<file path="config.mk">
export PLATFORM = sky130hd
export DESIGN_NAME = button_pwm_leds
export DESIGN_NICKNAME = d
export VERILOG_FILES = /design/src/rtl/button_pwm_leds.sv
export SDC_FILE = /design/constraint.sdc
export NUM_CORES = 1
export LEC_CHECK = 0
export ABC_AREA = 1
export CAP_MARGIN = 20
export CELL_PAD_IN_SITES_DETAIL_PLACEMENT = 0
export CELL_PAD_IN_SITES_GLOBAL_PLACEMENT = 2
export CORE_MARGIN = 5
export CORE_UTILIZATION = 34
export CTS_CLUSTER_DIAMETER = 150
export DETAILED_ROUTE_END_ITERATION = 10
export PLACE_DENSITY = 0.75
export SYNTH_ARGS = -nofsm -noshare
export SYNTH_HDL_FRONTEND = slang
export SYNTH_SLANG_ARGS = --single-unit
</file>
<file path="constraint.sdc">
create_clock -name clk -period 1.57 [get_ports clk]
set_clock_uncertainty 0.15 [all_clocks]
set_input_delay 0.471 -clock clk [delete_from_list [all_inputs] [get_ports clk]]
set_output_delay 0.471 -clock clk [all_outputs]
set_load 0.03 [all_outputs]
</file>
<file path="src/rtl/button_pwm_leds.sv">
`default_nettype none
// ============================================================================
// Module      : button_pwm_leds
// Description : CHANNELS debounced active-low buttons, each stepping the PWM
//               brightness of its own active-low LED. Optional macro
//               BREATHE_EN adds long-press toggled breathing mode.
// Revision    : 1.0 - initial release
// ============================================================================
module button_pwm_leds #(
    parameter int CHANNELS        = 3,
    parameter int PWM_BITS        = 8,
    parameter int STEP            = 32,
    parameter int DEBOUNCE_CYCLES = 12000,
    parameter int HOLD_CYCLES     = 6000000
) (
    input  logic                clk,
    input  logic                rst_n_i,
    input  logic [CHANNELS-1:0] button_i,
    output logic [CHANNELS-1:0] led_o,
    output logic [CHANNELS-1:0] press_o
);

    localparam int DB_W = (DEBOUNCE_CYCLES > 1) ? $clog2(DEBOUNCE_CYCLES) : 1;
    localparam logic [DB_W-1:0]     c_db_last = DB_W'(DEBOUNCE_CYCLES - 1);
    localparam logic [PWM_BITS-1:0] c_pwm_max = '1;
    localparam logic [PWM_BITS:0]   c_step    = (PWM_BITS + 1)'(STEP);

    logic [PWM_BITS-1:0] r_cnt;
    logic                w_wrap;

    always_ff @(posedge clk or negedge rst_n_i) begin
        if (!rst_n_i) begin
            r_cnt <= '0;
        end else begin
            r_cnt <= r_cnt + PWM_BITS'(1);
        end
    end

    // Shadow registers load in the last cycle of a period so a duty change never lands mid-period.
    assign w_wrap = (r_cnt == c_pwm_max);

`ifndef BREATHE_EN
    logic w_unused_hold;
    assign w_unused_hold = ^HOLD_CYCLES;
`endif

    for (genvar i = 0; i < CHANNELS; i++) begin : g_chan
        logic                r_sync1;
        logic                r_sync2;
        logic                r_accepted;
        logic [DB_W-1:0]     r_db_cnt;
        logic [PWM_BITS-1:0] r_duty;
        logic [PWM_BITS-1:0] r_shadow;
        logic                r_led;
        logic                r_press;
        logic                w_accept;
        logic                w_press;
        logic [PWM_BITS:0]   w_sum;
        logic [PWM_BITS-1:0] w_stepped;

        always_ff @(posedge clk or negedge rst_n_i) begin
            if (!rst_n_i) begin
                r_sync1 <= 1'b1;
                r_sync2 <= 1'b1;
            end else begin
                r_sync1 <= button_i[i];
                r_sync2 <= r_sync1;
            end
        end

        assign w_accept = (r_sync2 != r_accepted) && (r_db_cnt == c_db_last);
        assign w_press  = w_accept && r_accepted;

        always_ff @(posedge clk or negedge rst_n_i) begin
            if (!rst_n_i) begin
                r_accepted <= 1'b1;
                r_db_cnt   <= '0;
            end else if (r_sync2 == r_accepted) begin
                r_db_cnt <= '0;
            end else if (w_accept) begin
                r_accepted <= r_sync2;
                r_db_cnt   <= '0;
            end else begin
                r_db_cnt <= r_db_cnt + DB_W'(1);
            end
        end

        // Overflow saturates to zero rather than wrapping modulo the duty width.
        assign w_sum     = {1'b0, r_duty} + c_step;
        assign w_stepped = (w_sum > {1'b0, c_pwm_max}) ? '0 : w_sum[PWM_BITS-1:0];

`ifdef BREATHE_EN
        localparam int HOLD_W = $clog2(HOLD_CYCLES + 1);
        localparam logic [HOLD_W-1:0] c_hold_sat = HOLD_W'(HOLD_CYCLES);

        logic              r_mode;
        logic              r_dir_up;
        logic [HOLD_W-1:0] r_hold;
        logic              w_release;

        assign w_release = w_accept && !r_accepted;

        // r_hold saturates at HOLD_CYCLES, marking the current press as long.
        always_ff @(posedge clk or negedge rst_n_i) begin
            if (!rst_n_i) begin
                r_hold <= '0;
                r_mode <= 1'b0;
            end else if (w_press) begin
                r_hold <= '0;
            end else if (!r_accepted && (r_hold != c_hold_sat)) begin
                r_hold <= r_hold + HOLD_W'(1);
                if (r_hold == c_hold_sat - HOLD_W'(1)) begin
                    r_mode <= ~r_mode;
                end
            end
        end

        always_ff @(posedge clk or negedge rst_n_i) begin
            if (!rst_n_i) begin
                r_duty   <= '0;
                r_dir_up <= 1'b1;
            end else if (r_mode) begin
                if (w_wrap) begin
                    if (r_dir_up) begin
                        if (r_duty == c_pwm_max) begin
                            r_dir_up <= 1'b0;
                            r_duty   <= r_duty - PWM_BITS'(1);
                        end else begin
                            r_duty <= r_duty + PWM_BITS'(1);
                        end
                    end else begin
                        if (r_duty == '0) begin
                            r_dir_up <= 1'b1;
                            r_duty   <= r_duty + PWM_BITS'(1);
                        end else begin
                            r_duty <= r_duty - PWM_BITS'(1);
                        end
                    end
                end
            end else if (w_release && (r_hold != c_hold_sat)) begin
                r_duty <= w_stepped;
            end
        end
`else
        always_ff @(posedge clk or negedge rst_n_i) begin
            if (!rst_n_i) begin
                r_duty <= '0;
            end else if (w_press) begin
                r_duty <= w_stepped;
            end
        end
`endif

        always_ff @(posedge clk or negedge rst_n_i) begin
            if (!rst_n_i) begin
                r_shadow <= '0;
                r_led    <= 1'b1;
                r_press  <= 1'b0;
            end else begin
                if (w_wrap) begin
                    r_shadow <= r_duty;
                end
                r_led   <= ~(r_cnt < r_shadow);
                r_press <= w_press;
            end
        end

        assign led_o[i]   = r_led;
        assign press_o[i] = r_press;
    end

endmodule
`default_nettype wire
</file>
==> results.yml <==
cts:
  cts_root_buf: "clkbuf_16"
  cts_max_level: 3
  clk_path_buf_depth: 2
  cts_tree: "built"
  cts_sinks: 83
  cts_buffers: 9
  clkTransAtPathRegs_ns: 0.06
  clkLatencyLatePin_ns: 0.34
finish:
  diodes: 0
  layout.nets: 630
  fillers: 1284
  syn_to_final_growth_pct: 27.7
  drive_gt1_frac: 0.242
synthesis:
  synthMuxAreaShare: 0
  synthesis.area_mm2: 0.00435
  synth.distinct_cells: 26
  synth_xor_area_frac: 0.0564
  yosysWarnings: 0
  synth.most_common_cell: "nand2_1"
  yosys-top-cells-count: "147 x nand2_1, 92 x nor2_1, 77 x inv_1"
  synth_top_area_cell: "dfrtp_1"
  synth_compound_area_frac: 0.0305
  yosysSeqAreaShare: 0.481
  syn-num-nets: 566
  synth_top_area_share: 0.408
  ys_seq_elements: 83
  postSynthAreaPerCell_um2: 8.03
  synthSimpleGateAreaFrac: 0.297
  synth_ff_type: "dfrtp_1"
  synth.top_cells.by_area: "dfrtp_1 41%, nand2_1 13%, nor2_1 7.9%, dfstp_2 7.2%, inv_1 6.6%"
  synth_top_family_by_area: "simple AND/OR/NAND/NOR gates"
  synth_cells: 542
  synthArstFlopShare: 1.00
  synthAdderAreaFrac: 0.0546
  synth_edf_count: 0
setup_path:
  r2r_cells: 8
  path_buf_inv: 1
  critPathKind: "reg -> out"
  end_kind: "output port"
  r2r_start: "r_cnt[0]"
  rrSetupSlack_ns: 0
  critPathMaxFanout: 1
  path_cells: "buf_6"
  cpLargestDelayFamily: "flip-flops"
  cp.arrival_ns: 0.99
  r2r_end: "g_chan[1].r_shadow[6]"
  max_stage_delay_ns: 0.53
  crit_required_ns: 0.95
  critPathSlowestCell: "dfstp_2"
  cp-start-kind: "register"
global_route:
  grt_pass1_wl_um: 15700
  antenna_found_initial: 0
  gr-usage-all-layers: 0.131
  grt_start_max_net_pins: 26
  overflow: 0
  grt_pass1_vias: 3380
floorplan:
  start_util: 0.346
  fp.dieW_um: 123
  num_rows: 41
  core-area_mm2: 0.0126
  design.portCount: 11
  die_h_um: 123
  die_area_mm2: 0.0152
placed_design:
  dp_slack_ns: -0.0883
  io_buffers: 10
  hpwl_um: 6420
  gp_congestion: 0.758
sta:
  hold_violations: 0
  finalWorstSetupSlack_ns: -0.0408
  grt_setup_unrepaired: "yes"
  min_period_over_period: 1.03
  setup_tns_ns: -0.117
  slew_violations: 0
  tightest_slew_ns: 0.566
  maxClockFrequency_ghz: 0.621
  setup_violations: 4
  max_slew_margin: 0.623
  period_minus_slack_ns: 1.61
power:
  power_frac_comb: 0.038
  clkPwrFrac: 0.478
  internal_power_mw: 3.56
  power.switching_mw: 0.973
  cellPowerDensity_mw_per_mm2: 816
  leakage_nw: 2.60
  swShare: 0.215
  sequentialPowerShare: 0.484
  ir_worst_vdd_uv: 551
detailed_routing:
  drtPass1Iterations: 4
  drcViolationCount: 0
  vias_per_cell: 4.37
  ant_nets: 0
  wl_per_cell_um: 11.4
  dr_total_vias: 3419
  drtIter0Drc: 130
  wl_um: 8900
min_path:
  min_to: "g_chan[2].r_sync2"
  whs_path_depth: 0
  hp-start: "g_chan[2].r_sync1"
  hold_class: "reg -> reg"
run_status:
  status: "complete, but fails checks"
  violations: "setup timing"
job:
  maxCapViolations: 0
[cell type report]
class                      count  area, µm²  area share
tap                          172        215      0.0387
timing repair buffer          60        532      0.0957
inverter                      77        289      0.0520
multi-input combinational    375       2120       0.382
clock inverter                 4       48.8     0.00878
sequential                    83       2090       0.377
clock buffer                  12        256      0.0462
[metal layers]
metal  share of wire  GRT usage  routed length (µm)
met1            0.48      0.162                4250
met5               0          0                   0
met4           0.015     0.0436                 135
met2            0.48      0.221                4260
met3           0.029     0.0384                 256
[worst register-to-register path, delay by kind of cell (launching register included)]
kind	cells	cell delay, ns
simple gates	7	0.77
flops	1	0.36
fa+ha+maj	1	0.19
[metrics by stage]
stage	instance area (µm²)	std cells	total power, mW	utilization	hold slack, ns
2_1_floorplan	4350	542	2.28	-	0.0254
3_3_place_gp	4900	753	2.39	0.390	0.200
3_5_place_dp	4900	753	2.39	0.390	0.197
4_1_cts	5320	776	4.62	0.423	0.206
5_1_grt	5560	783	4.74	0.442	0.213
6_report	5560	783	4.53	0.442	0.205
[how the worst max path moves through the flow]
| stage | from | slack [ns] | to | depth (start not counted) |
|---|---|---|---|---|
| floorplan | r_cnt[0] | 0.04 | g_chan[0].r_shadow[5] | 9 |
| global placement | g_chan[0].r_db_cnt[0] | -0.08 | g_chan[0].r_db_cnt[1] | 8 |
| detailed placement | g_chan[0].r_db_cnt[0] | -0.09 | g_chan[0].r_db_cnt[0] | 8 |
| CTS | g_chan[2].r_led | -0.06 | led_o[2] | 1 |
| global route | r_cnt[0] | -0.15 | g_chan[1].r_shadow[6] | 8 |
| finish | g_chan[0].r_led | -0.04 | led_o[0] | 1 |
[power groups by stage]
stage | logic, mW | clock network (mW) | registers, mW
6_report | 0.174 | 2.17 | 2.19
5_1_grt | 0.202 | 2.35 | 2.19
4_1_cts | 0.165 | 2.26 | 2.19
3_5_place_dp | 0.161 | 0 | 2.23
3_3_place_gp | 0.161 | 0 | 2.23
2_1_floorplan | 0.0529 | 0 | 2.22
[layout by cell type, fill, tap and decap left out, types with 4 or more instances in the layout]
cell type	n
buf_4	44
buf_6	9
clkbuf_16	9
dfrtp_1	71
dfstp_2	12
ha_1	15
inv_1	75
nand2_1	129
nand2_2	18
nand3_1	31
nand3_2	7
nand4_1	10
nor2_1	77
nor2_2	11
nor2_4	8
nor3b_1	4
o21a_1	4
o21ai_0	8
o21ai_2	8
xnor2_1	4
xor2_1	24
[state kept, by name (all words and copies together), names as in the netlist]
| register | cells |
|---|---|
| g_chan.r_accepted | 3 |
| g_chan.r_db_cnt | 42 |
| g_chan.r_duty | 9 |
| g_chan.r_led | 3 |
| g_chan.r_press | 3 |
| g_chan.r_shadow | 9 |
| g_chan.r_sync1 | 3 |
| g_chan.r_sync2 | 3 |
| r_cnt | 8 |
[logic make-up after synthesis]
family          count (synthesis)
simple gates                  307
buf+inv                        85
flops                          83
xor+xnor                       28
compound gates                 20
fa+ha+maj                      19
[what timing repair did]
item,CTS,global route
gates resized for setup,13,56
setup endpoints to repair,21,59
cloned,1,0
endpoints found under the hold margin,12,0
pin swaps,5,17
buffers inserted,5,7
hold buffers,1,0
Power figures use the tool's default switching activity.
